[src/rtl/ysyx_25060170_idu_stage_if.sv]
// Handshake and decoded-instruction bus of the decode stage.
// The stage uses the slave view; the IFU/EXU side uses the master view.
interface ysyx_25060170_idu_stage_if #(
   parameter int unsigned XLEN = 64
);
   logic            in_valid;
   logic            in_ready;
   logic [XLEN-1:0] in_pc;
   logic [31:0]     in_inst;
   logic            out_valid;
   logic            out_ready;
   logic [XLEN-1:0] out_pc;
   logic [3:0]      out_class;
   logic [2:0]      out_funct3;
   logic            out_alt;
   logic            out_mext;
   logic [4:0]      out_rd;
   logic [4:0]      out_rs1;
   logic [4:0]      out_rs2;
   logic            out_rs1_ena;
   logic            out_rs2_ena;
   logic [1:0]      out_wb_ctl;
   logic [XLEN-1:0] out_imm;
   logic            out_illegal;

   modport master (
      output in_valid, in_pc, in_inst, out_ready,
      input  in_ready, out_valid, out_pc, out_class, out_funct3, out_alt, out_mext,
             out_rd, out_rs1, out_rs2, out_rs1_ena, out_rs2_ena, out_wb_ctl,
             out_imm, out_illegal
   );

   modport slave (
      input  in_valid, in_pc, in_inst, out_ready,
      output in_ready, out_valid, out_pc, out_class, out_funct3, out_alt, out_mext,
             out_rd, out_rs1, out_rs2, out_rs1_ena, out_rs2_ena, out_wb_ctl,
             out_imm, out_illegal
   );
endinterface

[src/rtl/ysyx_25060170_idu_stage.sv]
// Instruction-decode stage: small {pc, inst} FIFO from the IFU, decode of the
// FIFO head, and a registered valid/ready output towards the EXU.
module ysyx_25060170_idu_stage #(
   parameter int unsigned XLEN       = 64,
   parameter int unsigned FIFO_DEPTH = 2,
   parameter bit          EN_M       = 1'b1
) (
   input  logic                     clk,
   input  logic                     rst,
   input  logic                     flush,
   ysyx_25060170_idu_stage_if.slave bus,
   output logic [31:0]              dec_cnt
);
   localparam int unsigned PTR_W   = $clog2(FIFO_DEPTH);
   localparam int unsigned CNT_W   = $clog2(FIFO_DEPTH + 1);
   localparam bit          IS_RV32 = (XLEN == 32);

   typedef enum logic [3:0] {
      CLS_ILL = 4'd0, CLS_LUI, CLS_AUIPC, CLS_JAL, CLS_JALR, CLS_BRANCH, CLS_LOAD,
      CLS_STORE, CLS_OPIMM, CLS_OP, CLS_OPIMM32, CLS_OP32, CLS_SYSTEM
   } cls_e;

   localparam logic [1:0] WB_NONE = 2'b00;
   localparam logic [1:0] WB_LOAD = 2'b01;
   localparam logic [1:0] WB_REG  = 2'b10;

   typedef struct packed {
      cls_e            cls;
      logic [2:0]      funct3;
      logic            alt;
      logic            mext;
      logic [4:0]      rd;
      logic [4:0]      rs1;
      logic [4:0]      rs2;
      logic            rs1_ena;
      logic            rs2_ena;
      logic [1:0]      wb_ctl;
      logic [XLEN-1:0] imm;
      logic            illegal;
   } dec_t;

   logic [XLEN-1:0]  fifo_pc   [FIFO_DEPTH];
   logic [31:0]      fifo_inst [FIFO_DEPTH];
   logic [PTR_W-1:0] wr_ptr, rd_ptr;
   logic [CNT_W-1:0] cnt, cnt_nxt;
   logic             in_ready_q, out_valid_q, push, pop;
   logic [XLEN-1:0]  out_pc_q;
   dec_t             dec, out_q;

   logic [31:0]      head;
   logic [4:0]       opc;
   logic [2:0]       f3;
   logic [6:0]       f7;
   logic             f7_ok, ill;
   logic [XLEN-1:0]  imm_i, imm_s, imm_b, imm_u, imm_j;

   // FIFO control; a flush wins over both push and pop
   always_comb begin
      push    = bus.in_valid && in_ready_q && !flush;
      pop     = (cnt != '0) && (!out_valid_q || bus.out_ready) && !flush;
      cnt_nxt = cnt;
      if (flush)             cnt_nxt = '0;
      else if (push && !pop) cnt_nxt = cnt + CNT_W'(1);
      else if (pop && !push) cnt_nxt = cnt - CNT_W'(1);
   end

   always_ff @(posedge clk or negedge rst) begin
      if (!rst) begin
         wr_ptr     <= '0;
         rd_ptr     <= '0;
         cnt        <= '0;
         in_ready_q <= 1'b1;
      end else begin
         if (flush) begin
            wr_ptr <= '0;
            rd_ptr <= '0;
         end else begin
            if (push) wr_ptr <= wr_ptr + PTR_W'(1);
            if (pop)  rd_ptr <= rd_ptr + PTR_W'(1);
         end
         cnt        <= cnt_nxt;
         in_ready_q <= (cnt_nxt != CNT_W'(FIFO_DEPTH));
      end
   end

   // Payload storage needs no reset: occupancy alone decides what is valid
   always_ff @(posedge clk) begin
      if (push) begin
         fifo_pc[wr_ptr]   <= bus.in_pc;
         fifo_inst[wr_ptr] <= bus.in_inst;
      end
   end

   // Decode of the FIFO head
   always_comb begin
      head  = fifo_inst[rd_ptr];
      opc   = head[6:2];
      f3    = head[14:12];
      f7    = head[31:25];
      f7_ok = (f7 == 7'b0000000) || (f7 == 7'b0100000) || (f7 == 7'b0000001);
      imm_i = {{(XLEN-12){head[31]}}, head[31:20]};
      imm_s = {{(XLEN-12){head[31]}}, head[31:25], head[11:7]};
      imm_b = {{(XLEN-12){head[31]}}, head[7], head[30:25], head[11:8], 1'b0};
      imm_u = {{(XLEN-31){head[31]}}, head[30:12], 12'b0};
      imm_j = {{(XLEN-20){head[31]}}, head[19:12], head[20], head[30:21], 1'b0};
      ill   = 1'b0;
      dec        = '0;
      dec.funct3 = f3;
      dec.alt    = head[30];
      dec.rd     = head[11:7];
      dec.rs1    = head[19:15];
      dec.rs2    = head[24:20];
      case (opc)
         5'b01101: begin dec.cls = CLS_LUI;   dec.wb_ctl = WB_REG; dec.imm = imm_u; end
         5'b00101: begin dec.cls = CLS_AUIPC; dec.wb_ctl = WB_REG; dec.imm = imm_u; end
         5'b11011: begin dec.cls = CLS_JAL;   dec.wb_ctl = WB_REG; dec.imm = imm_j; end
         5'b11001: begin
            dec.cls = CLS_JALR; dec.wb_ctl = WB_REG; dec.rs1_ena = 1'b1; dec.imm = imm_i;
         end
         5'b11000: begin
            dec.cls = CLS_BRANCH; dec.rs1_ena = 1'b1; dec.rs2_ena = 1'b1; dec.imm = imm_b;
         end
         5'b00000: begin
            dec.cls = CLS_LOAD; dec.wb_ctl = WB_LOAD; dec.rs1_ena = 1'b1; dec.imm = imm_i;
            ill = (f3 == 3'b111) || (IS_RV32 && ((f3 == 3'b011) || (f3 == 3'b110)));
         end
         5'b01000: begin
            dec.cls = CLS_STORE; dec.rs1_ena = 1'b1; dec.rs2_ena = 1'b1; dec.imm = imm_s;
            ill = f3[2] || (IS_RV32 && (f3 == 3'b011));
         end
         5'b00100: begin
            dec.cls = CLS_OPIMM; dec.wb_ctl = WB_REG; dec.rs1_ena = 1'b1; dec.imm = imm_i;
         end
         5'b00110: begin
            dec.cls = CLS_OPIMM32; dec.wb_ctl = WB_REG; dec.rs1_ena = 1'b1; dec.imm = imm_i;
            ill = IS_RV32;
         end
         5'b01100, 5'b01110: begin
            dec.cls     = (opc[1]) ? CLS_OP32 : CLS_OP;
            dec.wb_ctl  = WB_REG;
            dec.rs1_ena = 1'b1;
            dec.rs2_ena = 1'b1;
            dec.mext    = (f7 == 7'b0000001);
            ill = !f7_ok || (dec.mext && !EN_M) || (opc[1] && IS_RV32);
         end
         5'b11100: begin dec.cls = CLS_SYSTEM; dec.wb_ctl = WB_REG; dec.imm = imm_i; end
         default:  ill = 1'b1;
      endcase
      if (head[1:0] != 2'b11) ill = 1'b1;
      // Illegal instructions still flow to the EXU, with no side effects requested
      if (ill) begin
         dec.cls     = CLS_ILL;
         dec.wb_ctl  = WB_NONE;
         dec.rs1_ena = 1'b0;
         dec.rs2_ena = 1'b0;
         dec.mext    = 1'b0;
         dec.imm     = '0;
      end
      dec.illegal = ill;
   end

   // Output register and decode counter
   always_ff @(posedge clk or negedge rst) begin
      if (!rst) begin
         out_valid_q <= 1'b0;
         out_pc_q    <= '0;
         out_q       <= '0;
         dec_cnt     <= '0;
      end else begin
         if (out_valid_q && bus.out_ready) dec_cnt <= dec_cnt + 32'd1;
         if (flush) begin
            out_valid_q <= 1'b0;
         end else if (pop) begin
            out_valid_q <= 1'b1;
            out_pc_q    <= fifo_pc[rd_ptr];
            out_q       <= dec;
         end else if (bus.out_ready) begin
            out_valid_q <= 1'b0;
         end
      end
   end

   assign bus.in_ready    = in_ready_q;
   assign bus.out_valid   = out_valid_q;
   assign bus.out_pc      = out_pc_q;
   assign bus.out_class   = out_q.cls;
   assign bus.out_funct3  = out_q.funct3;
   assign bus.out_alt     = out_q.alt;
   assign bus.out_mext    = out_q.mext;
   assign bus.out_rd      = out_q.rd;
   assign bus.out_rs1     = out_q.rs1;
   assign bus.out_rs2     = out_q.rs2;
   assign bus.out_rs1_ena = out_q.rs1_ena;
   assign bus.out_rs2_ena = out_q.rs2_ena;
   assign bus.out_wb_ctl  = out_q.wb_ctl;
   assign bus.out_imm     = out_q.imm;
   assign bus.out_illegal = out_q.illegal;
endmodule

[src/flat_wrapper.sv]
// flat-port wrapper written by rule: the top's interface ports become plain ports
module ysyx_25060170_idu_stage_flat 
#(
   parameter int unsigned XLEN       = 64,
   parameter int unsigned FIFO_DEPTH = 2,
   parameter bit          EN_M       = 1'b1
)
  (clk, rst, flush, dec_cnt, bus_in_valid, bus_in_pc, bus_in_inst, bus_out_ready, bus_in_ready, bus_out_valid, bus_out_pc, bus_out_class, bus_out_funct3, bus_out_alt, bus_out_mext, bus_out_rd, bus_out_rs1, bus_out_rs2, bus_out_rs1_ena, bus_out_rs2_ena, bus_out_wb_ctl, bus_out_imm, bus_out_illegal);
  ysyx_25060170_idu_stage_if #(.XLEN(XLEN)) bus_i ();
  input  logic clk;
  input  logic rst;
  input  logic flush;
  output logic [31:0] dec_cnt;
  input wire logic [$bits(bus_i.in_valid)-1:0] bus_in_valid;
  input wire logic [$bits(bus_i.in_pc)-1:0] bus_in_pc;
  input wire logic [$bits(bus_i.in_inst)-1:0] bus_in_inst;
  input wire logic [$bits(bus_i.out_ready)-1:0] bus_out_ready;
  output wire logic [$bits(bus_i.in_ready)-1:0] bus_in_ready;
  output wire logic [$bits(bus_i.out_valid)-1:0] bus_out_valid;
  output wire logic [$bits(bus_i.out_pc)-1:0] bus_out_pc;
  output wire logic [$bits(bus_i.out_class)-1:0] bus_out_class;
  output wire logic [$bits(bus_i.out_funct3)-1:0] bus_out_funct3;
  output wire logic [$bits(bus_i.out_alt)-1:0] bus_out_alt;
  output wire logic [$bits(bus_i.out_mext)-1:0] bus_out_mext;
  output wire logic [$bits(bus_i.out_rd)-1:0] bus_out_rd;
  output wire logic [$bits(bus_i.out_rs1)-1:0] bus_out_rs1;
  output wire logic [$bits(bus_i.out_rs2)-1:0] bus_out_rs2;
  output wire logic [$bits(bus_i.out_rs1_ena)-1:0] bus_out_rs1_ena;
  output wire logic [$bits(bus_i.out_rs2_ena)-1:0] bus_out_rs2_ena;
  output wire logic [$bits(bus_i.out_wb_ctl)-1:0] bus_out_wb_ctl;
  output wire logic [$bits(bus_i.out_imm)-1:0] bus_out_imm;
  output wire logic [$bits(bus_i.out_illegal)-1:0] bus_out_illegal;
  assign bus_i.in_valid = bus_in_valid;
  assign bus_i.in_pc = bus_in_pc;
  assign bus_i.in_inst = bus_in_inst;
  assign bus_i.out_ready = bus_out_ready;
  assign bus_in_ready = bus_i.in_ready;
  assign bus_out_valid = bus_i.out_valid;
  assign bus_out_pc = bus_i.out_pc;
  assign bus_out_class = bus_i.out_class;
  assign bus_out_funct3 = bus_i.out_funct3;
  assign bus_out_alt = bus_i.out_alt;
  assign bus_out_mext = bus_i.out_mext;
  assign bus_out_rd = bus_i.out_rd;
  assign bus_out_rs1 = bus_i.out_rs1;
  assign bus_out_rs2 = bus_i.out_rs2;
  assign bus_out_rs1_ena = bus_i.out_rs1_ena;
  assign bus_out_rs2_ena = bus_i.out_rs2_ena;
  assign bus_out_wb_ctl = bus_i.out_wb_ctl;
  assign bus_out_imm = bus_i.out_imm;
  assign bus_out_illegal = bus_i.out_illegal;
  ysyx_25060170_idu_stage #(.XLEN(XLEN), .FIFO_DEPTH(FIFO_DEPTH), .EN_M(EN_M)) u_core (.clk(clk), .rst(rst), .flush(flush), .bus(bus_i), .dec_cnt(dec_cnt));
endmodule
[config.mk]
export PLATFORM = sky130hd
export DESIGN_NAME = ysyx_25060170_idu_stage_flat
export DESIGN_NICKNAME = d
export VERILOG_FILES = /design/src/rtl/ysyx_25060170_idu_stage_if.sv /design/src/rtl/ysyx_25060170_idu_stage.sv /design/src/flat_wrapper.sv
export SDC_FILE = /design/constraint.sdc
export NUM_CORES = 1
export LEC_CHECK = 0
export BUFFER_PORTS_ARGS = -buffer_cell sky130_fd_sc_hd__clkbuf_2
export CAP_MARGIN = 5
export CORE_MARGIN = 5
export CORE_UTILIZATION = 55
export CTS_CLUSTER_DIAMETER = 120
export DETAILED_ROUTE_END_ITERATION = 8
export PLACE_DENSITY = 0.77
export SLEW_MARGIN = 10
export SYNTH_ARGS = -nofsm -noshare
export SYNTH_HDL_FRONTEND = slang
export SYNTH_SLANG_ARGS = --single-unit
[constraint.sdc]
create_clock -name clk -period 9.9 [get_ports clk]
set_input_delay 0.495 -clock clk [delete_from_list [all_inputs] [get_ports clk]]
set_output_delay 0.495 -clock clk [all_outputs]
set_load 0.1 [all_outputs]
Word level (Yosys, flattened, before mapping)
Memories as Yosys holds them, arrays and structs flattened. A register that Yosys moved wholly into a read port is not among the register bits.
Index checks and enable logic that the tools add are counted.

word-level totals
  memories = 2
  output and inout port bits = 191
  register bits = 131
  input port bits = 101
  RAM bits = 192
  word-level logic and storage cells = 96

memories
  name              words  width  rd ports  clocked after memory_dff  wr ports  line                           RTL
  u_core.fifo_pc    2      64     1         1                         1         ysyx_25060170_idu_stage.sv:42  logic [XLEN-1:0] fifo_pc [FIFO_DEPTH];
  u_core.fifo_inst  2      32     1         0                         1         ysyx_25060170_idu_stage.sv:43  logic [31:0] fifo_inst [FIFO_DEPTH];

cells by class
  reductions and logical operators = 30
  multiplexer cells = 24
  add/sub/neg operators = 5
  eq/ne operators = 16
  bitwise operators = 1

operators by type and width
  cell                                                                    count
  64-bit case mux with 5 select lines                                     1
  68-bit 2-to-1 mux                                                       1
  4-bit case mux with 11 select lines                                     1
  32-bit by 1-bit adder with 32-bit output (second input constant)        1
  5-bit by 4-bit equality test with 1-bit output (second input constant)  4
  5-bit equality test (second input constant)                             4
  8-bit OR reduction                                                      2
  5-bit by 3-bit equality test with 1-bit output (second input constant)  3
  1-bit 2-to-1 mux                                                        14
  9-bit OR reduction                                                      1
  2-bit 2-to-1 mux                                                        4
  7-bit by 1-bit equality test with 1-bit output (second input constant)  1
  7-bit by 6-bit equality test with 1-bit output (second input constant)  1
  1-bit logical AND                                                       7
  7-bit zero test                                                         1
  1-bit zero test                                                         6
  2-bit nonzero test                                                      3
  5-bit zero test                                                         1
  5-bit OR reduction                                                      1
  4-bit 2-to-1 mux                                                        1
  2-bit inequality test (second input constant)                           2
  1-bit case mux with 4 select lines                                      1
  2-bit case mux with 2 select lines                                      1
  2-bit OR reduction                                                      2
  9 further kinds                                                         12

Longest topological paths before layout
Gate-level depths: netlist of the first run.

  depth after elaboration = 9
  gate-level depth with buffers = 8
  mapped depth without buffers = 6

Worst setup path after synthesis of the first run
Ideal clock, no wire load.

  path kind = register to register
  start point = register u_core.in_ready_q, in the netlist u_core.bus.in_ready
  end point = memory u_core.fifo_inst[1][0] (enable)
  path buffers = 0
  required time = 9.212 ns
  stages on the path, launching flop included = 3
  slack = 1.072 ns
  data arrival time = 8.140 ns
  path through = dfstp_2 > nand2_1 > nor3b_1

between the ends
  cells in the longest elaborated chain, start to end = 4

RTL lines
  item                                    line                           RTL
  start: declaration                      ysyx_25060170_idu_stage.sv:46  logic in_ready_q, out_valid_q, push, pop;
  start signal: assignment                ysyx_25060170_idu_stage.sv:82  in_ready_q <= (cnt_nxt != CNT_W'(FIFO_DEPTH));
  1-bit logical AND (2 in series)         ysyx_25060170_idu_stage.sv:59  push = bus.in_valid && in_ready_q && !flush;
  1-bit 2-to-1 mux                        ysyx_25060170_idu_stage.sv:88  if (push) begin
  1-bit 2-to-1 mux (implied by the code)  ysyx_25060170_idu_stage.sv:90  fifo_inst[wr_ptr] <= bus.in_inst;
  end: declaration                        ysyx_25060170_idu_stage.sv:43

No other way between the ends.

Worst setup path after layout of the first run
  start point = register u_core.rd_ptr
  end point = register u_core.out_q (netlist bit u_core.bus.out_imm[0])

between the ends
  cells in the longest elaborated chain, start to end = 8
  elaborated cells on any way between the ends = 29
  those cells by class = 15 x eq/ne; 4 x mux; 9 x reduce/logical; 1 x memory

RTL lines
  item                                                                               line                            RTL
  start: declaration                                                                 ysyx_25060170_idu_stage.sv:44   logic [PTR_W-1:0] wr_ptr, rd_ptr;
  start signal: assignment                                                           ysyx_25060170_idu_stage.sv:79   if (pop) rd_ptr <= rd_ptr + PTR_W'(1);
  memory 2 x 32 bit *                                                                -
  7-bit by 6-bit equality test with 1-bit output or 7-bit zero test (tied branches)  ysyx_25060170_idu_stage.sv:100  f7_ok = (f7 == 7'b0000000) || (f7 == 7'b0100000) || (f7 == 7'b0000001);
  1-bit logical OR (2 in series)                                                     ysyx_25060170_idu_stage.sv:100
  1-bit zero test                                                                    ysyx_25060170_idu_stage.sv:144  ill = !f7_ok || (dec.mext && !EN_M) || (opc[1] && IS_RV32);
  1-bit case mux with 4 select lines                                                 ysyx_25060170_idu_stage.sv:113  case (opc)
  1-bit 2-to-1 mux                                                                   ysyx_25060170_idu_stage.sv:149  if (head[1:0] != 2'b11) ill = 1'b1;
  68-bit 2-to-1 mux *                                                                ysyx_25060170_idu_stage.sv:151  if (ill) begin
  end signal: assignment                                                             ysyx_25060170_idu_stage.sv:167  out_q <= '0;
  end signal: assignment                                                             ysyx_25060170_idu_stage.sv:176  out_q <= dec;
  end: declaration                                                                   ysyx_25060170_idu_stage.sv:48   dec_t dec, out_q;

Every way passes the cells marked *; elsewhere a longest branch is shown, timed or not.
A chain may end at the register's enable or synchronous reset.

==> reports/metrics.cfg, run 1 <==
[run_status]
outcome = complete, no violations

[global_routing]
grt.overflow.total = 0
grt_first_pass_wirelength_mm = 49.5
antenna_found_initial = 6
grt_pass1_vias = 9281
grt_usage_pct = 21.4
grt_max_degree = 106

[sta]
finalSetupViolations = 0
timing.setup.tns_ps = 0
maxSlewViolCount = 0
finalCritPeriodShare_pct = 33.9
fin_skew_ps = 18.2
rsz0062_at_grt = false
relSlewSlack_pct = 12.3
hold_viol = 0
period_needed_ps = 3360
tightestPinTransition_ps = 1280
fmax_ghz = 0.298

[worst_setup_path]
endpoint = u_core.bus.out_imm[0]$_DFFE_PN0P_
worstPathArrival_ps = 3780
worst-setup-path-type = flip-flop to flip-flop
slowest_delay_ps = 770
cp_cell_sequence = buf_4 -> nand3_1 -> a2111oi_0 -> and3_1 -> nand3_2 -> o21ai_0
crit_path_start_kind = flip-flop
r2r_end = u_core.bus.out_imm[0]$_DFFE_PN0P_
worstPathMaxFanout = 41
critPathRequiredTime_ps = 10320
crit_path_start = u_core.rd_ptr$_DFFE_PN0P_
ff2ff_setup_slack_ps = 6540
end_kind = flip-flop
slowest_stage = dfrtp_4
critPathTopFamily = simple AND/OR/NAND/NOR gates
path_buf_inv = 1
worstReg2RegStart = u_core.rd_ptr$_DFFE_PN0P_
rr_worst_depth = 6
crit_cells = 6

[clock_tree]
h-tree-depth = 2
clock_latency_ps = 520
cts.path.max_buffers = 3
clockRootBuffer = clkbuf_16
cts_buffers = 37
post_cts_buffers = 0
cts_resized = 0
cts_hold_buffers = 0
clock-sinks = 355
clk_pin_slew_ps = 60
cts_tree = yes

[die]
ios = 292
die_x_um = 170
dieArea_um2 = 29000
core-area_um2 = 25300
dieHeight_um = 170
initial_core_util_pct = 55.9
core.rowCount = 58

[logic_synthesis]
ys_seq_area_share_pct = 69.7
synth_async_sr_flop_share_pct = 45.9
yosys_most_used_dff = edfxtp_1
ys_seq_elements = 355
syn_area_per_cell_um2 = 13.8
synthesis.nets = 1126
syn-cell-area_um2 = 14100
synth_edf_count = 192
yosys-top-cells-area = edfxtp_1, dfrtp_1, mux2i_1
yosys_warnings = 0
synth_cells = 1023
synth_top_area_cell = edfxtp_1
netlist.area_leader.share_pct = 40.8
synth_cell_types = 69

[hold_path]
hold_path_class = input pin to asynchronous set/reset pin

[route]
drtPass1Iterations = 4
drt_iter0_markers = 604
avgRoutedWirePerCell_um = 19.3
postRouteAntennaNets = 0
dr_total_vias = 9131
drt_wl_total_mm = 31.8
drc = 0
routed_via_density = 5.55

[placement]
portBuffers = 291
dpl_cell_area_um2 = 15600
place_congestion = 0.868
place_hpwl_mm = 20.8

[flow_run]
drv_cap = 0

[final_layout]
fin_util_pct = 66.6
drive_gt1_share_pct = 30.0
nets = 1386
syn2layout_area_growth_pct = 19.0
design_area_um2 = 16800

## kinds of logic after synthesis
group / Yosys count / share of synthesized area (%)
xor+xnor: 35 / 2.17
simple gates: 252 / 8.13
buf+inv: 89 / 3.80
compound gates: 188 / 8.49
flops: 355 / 69.7
fa+ha+maj: 2 / 0.177
mux: 102 / 7.54
## cell usage in the layout, fill, tap and decap left out, drive strengths merged, types with 3 or more instances in the layout
cell and n:
a21boi 8, a21oi 21, a22o 4, a22oi 12
and3 6, buf 9, clkbuf 349, clkinv 5
dfrtp 162, diode 4, edfxtp 192, inv 12
mux2 20, mux2i 82, nand2 159, nand3 13
nand3b 3, nand4 14, nor2 25, nor2b 3
nor3 6, nor3b 4, nor4 5, o2111ai 4
o211ai 6, o21ai 102, o22ai 7, o41ai 3
xnor2 22, xor2 13
## worst min-delay path by stage
| stage | end | slack (ps) | start |
|---|---|---|---|
| global placement | u_core.bus.out_funct3[0]$_DFFE_PN0P_ | 460 | u_core.bus.out_funct3[0]$_DFFE_PN0P_ |
| detailed placement | u_core.bus.out_funct3[0]$_DFFE_PN0P_ | 470 | u_core.bus.out_funct3[0]$_DFFE_PN0P_ |
| finish | u_core.dec_cnt[15]$_DFFE_PN0P_ | 70 | rst |
| CTS | u_core.dec_cnt[14]$_DFFE_PN0P_ | 110 | rst |
| floorplan | u_core.bus.out_alt$_DFFE_PN0P_ | 200 | rst |
| global route | u_core.fifo_inst[1][24]$_DFFE_PP_ | 140 | bus_in_inst[24] |
## cell usage after synthesis, types with 11 or more instances
cell        n
nand4_1    14
mux2_2     17
o21ai_1    12
a21oi_1    21
buf_2      12
mux2i_1    80
dfrtp_1   162
nand2_1   159
clkbuf_1   22
a22oi_1    12
xor2_1     13
nand3_1    12
edfxtp_1  192
inv_1      11
xnor2_1    22
nor2_1     25
o21ai_0    89
buf_4      39
## stage by stage
step	instances	hold WS (ps)	worst slack [ps]
after floorplan	1023	199	1070
after global placement	1574	457	6490
after detailed placement	1574	468	6440
after CTS	1642	112	6420
after global routing	1645	143	6220
final	1646	67.5	6540
## flip-flops by register name, summed over array words and instances, names as in the netlist, 2 cells and up
register / cells
u_core.fifo_inst: 64
u_core.dec_cnt: 32
u_core.bus.out_wb_ctl: 2
u_core.bus.out_funct3: 3
u_core.bus.out_rs1: 5
u_core.fifo_pc: 128
u_core.bus.out_rd: 5
u_core.cnt: 2
u_core.bus.out_imm: 32
u_core.bus.out_class: 4
u_core.bus.out_pc: 64
u_core.bus.out_rs2: 5
## routing by layer
layer	vias up	global-route usage (%)	share of wire [%]
li1	4223	-	-
met1	4474	27.2	40
met2	349	35.7	49
met3	79	5.85	7.9
met4	6	7.53	3.3
met5	-	0	0.13
## layout make-up
type	instances	area, um2
antenna	4	10.0
clock buffer	59	1130
clock inverter	9	78.8
fill	1877	8440
inverter	11	41.3
multi-input combinational	579	3760
sequential	355	9850
tap	330	413
timing repair buffer	299	1520
Power of run 1 is not shown: default switching activity piles up to over one toggle a cycle in this logic, so the estimate is an artifact.
==> inputs of run 2 (changes only) <==
Settings changed: CORE_UTILIZATION 55 to 49, PLACE_DENSITY 0.77 to 0.72.
Clock period 9.9 ns to 2.7 ns, I/O delays scaled along.
==> run 2 against run 1 <==
  * Critical path depth unchanged
  * Sequential share of layout area down 4.4 points
  * Final cell count is 10% higher
  * Core utilization is 2.9 points lower
  * Clock-buffer cell count shrank 3
  * First-iteration DRC count down 6.6%
  * Via count rose by 2.5%
  * Register-to-register slack got worse by 6300 ps
  * Critical path type unchanged
  * Highest routed layer is now met4
==> reports/metrics.cfg, run 2 (synthesis results as in run 1) <==
[global_routing]
grt_usage_pct = 20.3  ; -1.1 points
grt_util_met1_pct = 26.1  ; -1.2 points
grt_use_met3_pct = 5.94  ; +0.088 points
grt_max_degree = 77  ; -27%
gr-usage-met2_pct = 34.3  ; -1.5 points
antenna_found_initial = 3  ; -3
grt_pass1_vias = 9717  ; +4.7%
busiest_layer = met2
grt.overflow.total = 0  ; unchanged
grt_first_pass_wirelength_mm = 53.6  ; +8.2%

[placement]
dp_cells = 1648  ; +4.7%
place_hpwl_mm = 21.9  ; +5.5%
place_congestion = 0.863  ; -0.64%
portBuffers = 291  ; unchanged

[die]
initial_core_util_pct = 49.5  ; -6.5 points
core.rowCount = 62  ; +6.9%
dieHeight_um = 180  ; +5.6%
dieArea_um2 = 32300  ; +12%
die_x_um = 180  ; +5.6%
core-area_um2 = 28500  ; +13%
ios = 292  ; unchanged

[route]
drtPass1Iterations = 5  ; +1
avgRoutedWirePerCell_um = 18.3  ; -5.6%
dr_total_vias = 9355  ; +2.5%
drc = 0  ; unchanged
drt_iter0_markers = 564  ; -6.6%
drt_wl_total_mm = 33.2  ; +4.3%
postRouteAntennaNets = 0  ; unchanged
routed_via_density = 5.15  ; -7.2%

[final_layout]
fin_util_pct = 63.6  ; -2.9 points
largest_register = u_core.fifo_pc
drive_gt1_share_pct = 29.2  ; -0.82 points
largest_reg_flops = 128  ; unchanged
stdcell_count = 1818  ; +10%
syn2layout_area_growth_pct = 28.6
layout_common_cells = clkbuf_2, edfxtp_1, dfrtp_1
final_common_cell = clkbuf_2
nets = 1506  ; +8.7%

[sta]
relSlewSlack_pct = 43.1  ; +31 points
rsz0062_at_grt = false
tightestPinTransition_ps = 850  ; -428 ps
finalCritPeriodShare_pct = 91.4  ; +58 points
hold_viol = 0  ; unchanged
fmax_ghz = 0.405  ; +36%
finalSetupViolations = 0  ; unchanged
period_needed_ps = 2470  ; -889 ps
fin_skew_ps = 15.3  ; -2.95 ps
maxSlewViolCount = 0  ; unchanged

[worst_setup_path]
crit_path_start = u_core.rd_ptr$_DFFE_PN0P_
r2r_end = u_core.bus.out_imm[19]$_DFFE_PN0P_
endpoint = u_core.bus.out_imm[19]$_DFFE_PN0P_
worstPathMaxFanout = 14  ; -66%
rr_worst_depth = 6  ; unchanged
worst-setup-path-type = flip-flop to flip-flop
ff2ff_setup_slack_ps = 230  ; -6310 ps
crit_path_start_kind = flip-flop
worstPathArrival_ps = 2820  ; -960 ps
end_kind = flip-flop
worstReg2RegStart = u_core.rd_ptr$_DFFE_PN0P_
critPathRequiredTime_ps = 3060  ; -7260 ps

[clock_tree]
clk_pin_slew_ps = 60  ; about the same
clockRootBuffer = clkbuf_16
post_cts_buffers = 0  ; unchanged
h-tree-depth = 2  ; unchanged
clock-sinks = 355  ; unchanged
cts_buffers = 37  ; unchanged
cts.path.max_buffers = 3  ; unchanged
clock_latency_ps = 510  ; about the same
cts_tree = yes

[flow_run]
drv_cap = 0  ; unchanged

[hold_path]
hold_path_class = input pin to asynchronous set/reset pin

[run_status]
outcome = complete, no violations

[power_and_ir_drop]
leakage_nw = 7.74
power.density_nw_per_um2 = 1270
ir_worst_vdd_mv = 1.05

==> run 2: changes by cell type in the layout (fill, tap and decap cells not counted), sizes merged <==
cell,change
clkinvlp,-1
buf,+20
diode,-1
inv,+3
clkbuf,-3
dlygate4sd3,+100
==> run 2: metrics by stage <==
stage,instance area (um2),total power [W],setup WS (ps),setup TNS (ps),hold slack [ps]
after global placement,16000,0.0180,164,0,143
after floorplan,14200,0.0162,-1100,-193870,-161
after global routing,18200,0.0240,50.2,0,217
final,18200,0.0230,231,0,147
after CTS,18200,0.0232,102,0,175
after detailed placement,16000,0.0181,116,0,145
==> run 2: critical path, stage by stage, from the launching register on <==
cell	delay [ps]
dfrtp_4	530
buf_4	220
mux2_2	480
o211ai_1	350
o21ai_0	240
o21ai_2	360
a22oi_1	120
==> run 2: what timing repair did <==
action	4_1_cts	5_1_grt
setup endpoints to repair	0	14
gates resized for setup	0	1
hold buffers	100	0
endpoints found under the hold margin	253	0
==> run 2: layout make-up <==
| class | count | area (um2) |
|---|---|---|
| Multi-Input combinational cell | 579 | 3800 |
| Fill cell | 2200 | 10400 |
| Tap cell | 384 | 480 |
| Inverter | 11 | 41.3 |
| Clock buffer | 56 | 1100 |
| Antenna cell | 3 | 7.51 |
| Clock inverter | 11 | 93.8 |
| Sequential cell | 355 | 9850 |
| Timing Repair Buffer | 419 | 2800 |
==> run 2: worst min path at each step <==
stage	from	to	depth (start not counted)	slack [ps]
finish	rst	u_core.dec_cnt[23]$_DFFE_PN0P_	2	150
global route	rst	u_core.dec_cnt[23]$_DFFE_PN0P_	2	220
CTS	rst	u_core.dec_cnt[15]$_DFFE_PN0P_	2	170
detailed placement	rst	u_core.dec_cnt[15]$_DFFE_PN0P_	1	150
global placement	rst	u_core.dec_cnt[23]$_DFFE_PN0P_	1	140
floorplan	rst	u_core.bus.out_alt$_DFFE_PN0P_	0	-160
==> run 2: where the power goes <==
part	total, W	internal (W)	switching (W)
Combinational	0.0107	0.00201	0.00864
Sequential	0.00742	0.00682	0.000596
Clock	0.00492	0.00291	0.00201
==> run 2: per-layer routing <==
layer | share of wire (%) | vias up | wire length, um
met5 | 0 | - | 0
li1 | - | 4452 | -
met2 | 49 | 297 | 16400
met1 | 41 | 4553 | 13600
met3 | 7.6 | 53 | 2510
met4 | 2.1 | 0 | 708
No activity file was read; power rests on OpenSTA's default activity.
